[config.mk]
export PLATFORM = sky130hd
export DESIGN_NAME = katana_tracker
export DESIGN_NICKNAME = d
export VERILOG_FILES = /design/src/rtl/katana_tracker.sv
export SDC_FILE = /design/constraint.sdc
export NUM_CORES = 1
export LEC_CHECK = 0
export ABC_AREA = 1
export BUFFER_PORTS_ARGS = -buffer_cell sky130_fd_sc_hd__buf_2
export CORE_ASPECT_RATIO = 0.75
export CORE_MARGIN = 3
export CORE_UTILIZATION = 40
export CTS_CLUSTER_SIZE = 10
export DETAILED_ROUTE_END_ITERATION = 12
export HOLD_SLACK_MARGIN = 0.05
export PLACE_DENSITY = 0.62
export SYNTH_ARGS = -nofsm -noshare
export SYNTH_HDL_FRONTEND = slang
export SYNTH_SLANG_ARGS = --single-unit
export TNS_END_PERCENT = 20
[constraint.sdc]
create_clock -name clk_in -period 4.92 [get_ports clk_in]
set_input_delay 0.984 -clock clk_in [delete_from_list [all_inputs] [get_ports clk_in]]
set_output_delay 0.984 -clock clk_in [all_outputs]
set_load 0.05 [all_outputs]
[src/rtl/katana_tracker.sv]
// katana_tracker: per-frame centre of mass of katana-coloured pixels.
// Sums hcount/vcount/count of masked active pixels. At frame end a
// sequential restoring divider computes sum/cnt for x then y and publishes
// the result.
// Optional build macro: KATANA_SMOOTH_EN. When it is defined, each update
// moves the position halfway toward the new quotient instead of jumping to it.
//
// Output protocol: katana_valid_out is a one-cycle strobe with no ready or
// back-pressure. katana_x/katana_y/katana_present_out change on the same edge
// that raises it and hold until the next strobe. The consumer must sample
// them in that cycle or read the held values later.
module katana_tracker #(
  parameter int H_ACTIVE   = 1024,
  parameter int V_ACTIVE   = 768,
  parameter int MIN_PIXELS = 64,
  parameter int SUM_W      = 30,
  parameter int CNT_W      = 20
) (
  input  logic        clk_in,
  input  logic        rst_in,
  input  logic [10:0] hcount_in,
  input  logic [9:0]  vcount_in,
  input  logic        mask_in,
  output logic [10:0] katana_x,
  output logic [9:0]  katana_y,
  output logic        katana_valid_out,
  output logic        katana_present_out,
  output logic        overrun_out,
  output logic [1:0]  state_dbg
);

  localparam int BIT_W = $clog2(SUM_W);

  typedef enum logic [1:0] {
    ACCUM  = 2'd0,
    DIV_X  = 2'd1,
    DIV_Y  = 2'd2,
    UPDATE = 2'd3
  } state_t;

  state_t state, next_state;

  logic             frame_done;
  logic             pix_active;
  logic [SUM_W-1:0] sum_x, sum_y;
  logic [CNT_W-1:0] cnt;

  logic [SUM_W-1:0] div_num;   // dividend shifting out, quotient shifting in
  logic [SUM_W-1:0] div_rem;
  logic [CNT_W-1:0] div_den;
  logic [SUM_W-1:0] lat_sum_y;
  logic [10:0]      quot_x;
  logic [BIT_W-1:0] bit_cnt;
  logic             cnt_ok;

  logic [SUM_W:0]   rem_shift;
  logic [SUM_W:0]   den_ext;
  logic             q_bit;
  logic [SUM_W-1:0] rem_next;
  logic [SUM_W-1:0] num_next;
  logic             last_iter;
  logic [10:0]      new_x;
  logic [9:0]       new_y;

  assign frame_done = (hcount_in == 11'(H_ACTIVE)) && (vcount_in == 10'(V_ACTIVE));
  assign pix_active = (hcount_in < 11'(H_ACTIVE)) && (vcount_in < 10'(V_ACTIVE));
  assign state_dbg  = state;

  // Frame accumulators: run every cycle and clear at frame end whatever the FSM is doing.
  always_ff @(posedge clk_in or negedge rst_in) begin
    if (!rst_in) begin
      sum_x <= '0;
      sum_y <= '0;
      cnt   <= '0;
    end else if (frame_done) begin
      sum_x <= '0;
      sum_y <= '0;
      cnt   <= '0;
    end else if (pix_active && mask_in) begin
      sum_x <= sum_x + {{(SUM_W-11){1'b0}}, hcount_in};
      sum_y <= sum_y + {{(SUM_W-10){1'b0}}, vcount_in};
      cnt   <= cnt + 1'b1;
    end
  end

  // One restoring-division step: shift in the next dividend bit, then subtract if it fits.
  always_comb begin
    rem_shift = {div_rem, div_num[SUM_W-1]};
    den_ext   = {{(SUM_W+1-CNT_W){1'b0}}, div_den};
    q_bit     = (rem_shift >= den_ext);
    // When nothing is subtracted the shifted remainder is below the divisor, so the top bit is 0.
    rem_next  = q_bit ? SUM_W'(rem_shift - den_ext) : rem_shift[SUM_W-1:0];
    num_next  = {div_num[SUM_W-2:0], q_bit};
    last_iter = (bit_cnt == BIT_W'(SUM_W-1));
  end

  // Position to publish. The y quotient completes on this same edge, so take it from num_next.
  always_comb begin
`ifdef KATANA_SMOOTH_EN
    logic signed [11:0] diff_x, sum_sx;
    logic signed [10:0] diff_y, sum_sy;
    diff_x = signed'({1'b0, quot_x}) - signed'({1'b0, katana_x});
    sum_sx = signed'({1'b0, katana_x}) + (diff_x >>> 1);
    diff_y = signed'({1'b0, num_next[9:0]}) - signed'({1'b0, katana_y});
    sum_sy = signed'({1'b0, katana_y}) + (diff_y >>> 1);
    new_x  = 11'(sum_sx);
    new_y  = 10'(sum_sy);
`else
    new_x = quot_x;
    new_y = num_next[9:0];
`endif
  end

  // FSM state register.
  always_ff @(posedge clk_in or negedge rst_in) begin
    if (!rst_in) state <= ACCUM;
    else         state <= next_state;
  end

  // Next-state logic. Both divisions always run their full length, so latency is fixed.
  always_comb begin
    next_state = state;
    case (state)
      ACCUM:   if (frame_done) next_state = DIV_X;
      DIV_X:   if (last_iter)  next_state = DIV_Y;
      DIV_Y:   if (last_iter)  next_state = UPDATE;
      UPDATE:  next_state = ACCUM;
      default: next_state = ACCUM;
    endcase
  end

  // Divider datapath: latch the frame at frame end, then iterate x followed by y.
  always_ff @(posedge clk_in or negedge rst_in) begin
    if (!rst_in) begin
      div_num   <= '0;
      div_rem   <= '0;
      div_den   <= '0;
      lat_sum_y <= '0;
      quot_x    <= '0;
      bit_cnt   <= '0;
      cnt_ok    <= 1'b0;
    end else begin
      case (state)
        ACCUM: begin
          if (frame_done) begin
            div_num   <= sum_x;
            div_rem   <= '0;
            div_den   <= cnt;
            lat_sum_y <= sum_y;
            cnt_ok    <= (cnt >= CNT_W'(MIN_PIXELS));
            bit_cnt   <= '0;
          end
        end
        DIV_X: begin
          bit_cnt <= last_iter ? '0 : bit_cnt + 1'b1;
          if (last_iter) begin
            quot_x  <= num_next[10:0];
            div_num <= lat_sum_y;
            div_rem <= '0;
          end else begin
            div_num <= num_next;
            div_rem <= rem_next;
          end
        end
        DIV_Y: begin
          bit_cnt <= last_iter ? '0 : bit_cnt + 1'b1;
          div_num <= num_next;
          div_rem <= rem_next;
        end
        default: ;
      endcase
    end
  end

  // Published outputs. They update on the edge that enters UPDATE, so the strobe is high during UPDATE.
  always_ff @(posedge clk_in or negedge rst_in) begin
    if (!rst_in) begin
      katana_x           <= 11'(H_ACTIVE / 2);
      katana_y           <= 10'(V_ACTIVE / 2);
      katana_valid_out   <= 1'b0;
      katana_present_out <= 1'b0;
      overrun_out        <= 1'b0;
    end else begin
      katana_valid_out <= 1'b0;
      overrun_out      <= frame_done && (state != ACCUM);
      if (state == DIV_Y && last_iter) begin
        katana_valid_out   <= 1'b1;
        katana_present_out <= cnt_ok;
        if (cnt_ok) begin
          katana_x <= new_x;
          katana_y <= new_y;
        end
      end
    end
  end

endmodule

==> reports/metrics.yaml <==
clocking:
  cts_resized: 0
  clkSinkCount: 233
  h-tree-depth: 1
  post_cts_buffers: 0
  clkSlewWorstSetupHoldPaths_ns: 0.06
  clk_latency_ns: 0.55
  clock_path_buffers: 3
  cts_tree: "built"
  root_buffer: "clkbuf_16"
  hold_buffers: 0
  numCtsBuffers: 28
global_routing:
  grt_overflow_total: 0
  grt_pass1_vias: 11618
  grtUsageTotal_pct: 22.32
  grt_first_pass_wirelength_mm: 63.89
  grt_max_degree: 113
  antenna_found_initial: 2
power_and_ir_drop:
  p_leak_nw: 7.417
  power_density_nw_per_um2: 355.4
  peakVddDrop_mv: 0.2556
synth:
  yosysSeqAreaShare_pct: 43.49
  synth_cells: 1793
  synth_fp_nets: 1871
  ys_ff_latch: 233
  yosysUniqueCellTypes: 45
  ys_warn_count: 0
  avgSynthCellArea_sq_um: 7.481
  netlist_area_sq_um: 13410
sta:
  period_share_pct: 62.10
  finalClockSkew_ns: 0.01348
  fin_crit_ns: 3.055
  max_freq_mhz: 327.3
  finalHoldViolations: 0
  setup_viol: 0
  tightest_slew_ns: 1.019
  finalMaxSlewViolations: 0
  maxSlewHeadroom_pct: 31.93
  rsz0062_at_grt: "false"
  setup-tns-final_ns: 0
  holdWs_ns: 0.4670
placement:
  io_buffers: 49
  gp_congestion: 0.9582
  hpwlAfterDp_mm: 28.56
critical_path:
  worstSetupPathType: "input pin to register"
  cp_slowest_stage_delay_ns: 0.73
  critPathSlowestCell: "nor2_4"
  crit_chain: "buf_2 -> inv_1 -> nand2_1 -> nor3_1 -> nand4_1 -> buf_4 -> nand2_2 -> nand2_2 -> nor2_4 -> buf_4 -> nand2_1 -> o211ai_1"
  cp-start-kind: "input pin"
  rrSetupSlack_ns: 2.05
  arrival_ns: 3.51
  r2r_cells: 8
  rr_startpoint: "state_dbg[0]"
  cp-end-kind: "register"
  critPathTopFamily: "simple AND/OR/NAND/NOR gates"
  cp.required_ns: 5.38
  crit_path_max_fanout: 28
  cp_num_buf_inv: 4
  r2r-end: "div_num[8]"
floorplan:
  core_sq_um: 32740
  row_count: 57
  die_y_um: 164.6
  die_w_um: 217.5
  top_level_ports: 50
  dieArea_sq_um: 35790
  initial_core_util_pct: 40.98
finish:
  nets: 1910
  drive_above_1_share_pct: 6.602
  syn2layout_area_growth_pct: 11.01
  seq_area_sq_um: 5834
  multiInputGateArea_sq_um: 6427
  n_antenna_cell: 0
  final_util_pct: 45.49
  fill_cells: 3331
outcome:
  status: "finished clean"
worst_hold_path:
  min_path_cells: 2
  hold_end: "div_num[25]"
  min_from: "div_num[24]"
  hold_path_class: "register to register"
routing:
  postRouteAntennaNets: 0
  vias: 12220
  wire_per_inst_um: 16.99
  viasPerCell: 5.336
  drtPass1Iterations: 7
  drc: 0
  drt-initial-drc-count: 1256
  wl_mm: 38.92
flow_run:
  maxCapViolCount: 0
synthesized netlist by cell type, drive strengths merged:
| library cell | count | area share, % |
|---|---|---|
| dfstp | 3 | 0.59 |
| a21o | 1 | 0.056 |
| o21bai | 4 | 0.22 |
| ha | 51 | 4.8 |
| inv | 235 | 6.6 |
| xor2 | 10 | 0.65 |
| or2 | 4 | 0.19 |
| nand4 | 45 | 2.1 |
| a41oi | 1 | 0.065 |
| o211ai | 19 | 1.1 |
| clkbuf | 32 | 0.90 |
| a31o | 1 | 0.065 |
| o31ai | 10 | 0.56 |
| nor3b | 5 | 0.28 |
| o221ai | 3 | 0.20 |
| xnor2 | 14 | 0.91 |
| dfrtp | 230 | 43 |
| buf | 24 | 1.1 |
| o211a | 1 | 0.075 |
| nand3 | 117 | 4.4 |
| nand2 | 488 | 14 |
| nor2 | 125 | 3.6 |
| nor4 | 12 | 0.56 |
| a221oi | 10 | 0.65 |
| a21oi | 92 | 3.5 |
| a211oi | 1 | 0.056 |
| o21ai | 186 | 7.0 |
| fa | 3 | 0.45 |
| nor3 | 44 | 1.6 |
| a21boi | 1 | 0.056 |
| a31oi | 6 | 0.28 |
| o22ai | 13 | 0.61 |
| o21a | 2 | 0.11 |
final cells by class:
cell class | instances | share of cell area (%)
repair buffers | 65 | 2.605
flip-flops and latches | 233 | 39.18
clock inverters | 2 | 0.09243
inverters | 235 | 5.924
multi-input cells | 1269 | 43.16
well taps | 442 | 3.714
clock buffers | 44 | 5.319
registers in the layout, summed over array words and instances, names as in the netlist:
register / count
katana_y: 10
cnt_ok: 1
overrun_out: 1
lat_sum_y: 30
div_num: 30
new_x: 11
sum_x: 30
bit_cnt: 5
katana_valid_out: 1
div_rem: 30
state_dbg: 2
sum_y: 30
div_den: 20
katana_present_out: 1
cnt: 20
katana_x: 11
cells in the final DEF, fill, tap and decap left out, types with 12 or more instances in the layout:
cell       synthesis  final
xnor2_1           14     14
inv_1            231    231
o21ai_1           23     23
nand4_1           45     45
nand2_1          482    482
nor4_1            12     12
clkbuf_16          0     29
ha_1              51     51
nor3_1            44     44
o21ai_0          162    162
nor2_1           120    119
o211ai_1          19     19
buf_2             16     48
a21oi_1           91     91
o22ai_1           13     13
nand3_1          117    117
dfrtp_1          230    230
buf_4              5     15
clkbuf_1          31     14
how the worst max path moves through the flow:
stage | startpoint | end | depth (start not counted) | slack [ns]
final | hcount_in[8] | div_num[5] | 12 | 1.86
after global routing | hcount_in[0] | div_rem[12] | 13 | 1.53
after CTS | hcount_in[8] | div_rem[16] | 13 | 1.82
after detailed placement | hcount_in[8] | div_rem[16] | 13 | 1.24
after global placement | hcount_in[9] | div_rem[16] | 13 | 1.30
after floorplan | hcount_in[0] | sum_x[24] | 13 | 2.31
report_power, final:
part,internal (W),leakage (nW),switching (W)
Clock,0.00109,0.389,0.000798
Sequential,0.00209,2.87,0.000197
Combinational,0.000367,4.15,0.000752
Total,0.00354,7.42,0.00175
layer usage:
metal  part of all wire, %  vias to the layer above  wire length [um]  global-route usage (%)
met1                    52                     5813             20190                   35.54
met4                   1.6                        4               624                   3.970
met3                   7.9                       50              3076                   5.223
met2                    39                      360             15010                   30.63
li1                      -                     5993                 -                       -
met5                 0.064                        -                25                       0
worst register-to-register path: cells and delay by family (launching register included):
kind | cells | cell delay [ns]
AOI/OAI and AO/OA | 1 | 0.11
buffers and inverters | 3 | 0.90
adders and majority gates | 1 | 0.51
DFF | 1 | 0.42
and+or+nand+nor | 3 | 0.79
kinds of logic after synthesis:
family	share of synthesized area, %
buffers and inverters	8.609
and+or+nand+nor	26.63
xor gates and xnor gates	1.567
DFF	43.49
AOI/OAI and AO/OA	14.50
adders and majority gates	5.205
stage by stage:
step / instance area [sq um] / cells / power (W) / setup WS, ns
finish: 14890 / 2290 / 0.005291 / 1.865
global route: 14890 / 2290 / 0.005588 / 1.531
CTS: 14890 / 2290 / 0.005299 / 1.815
detailed placement: 14080 / 2244 / 0.003395 / 1.244
global placement: 14080 / 2244 / 0.003384 / 1.298
floorplan: 13410 / 1793 / 0.003022 / 2.313
(Power assumes the default switching activity.)
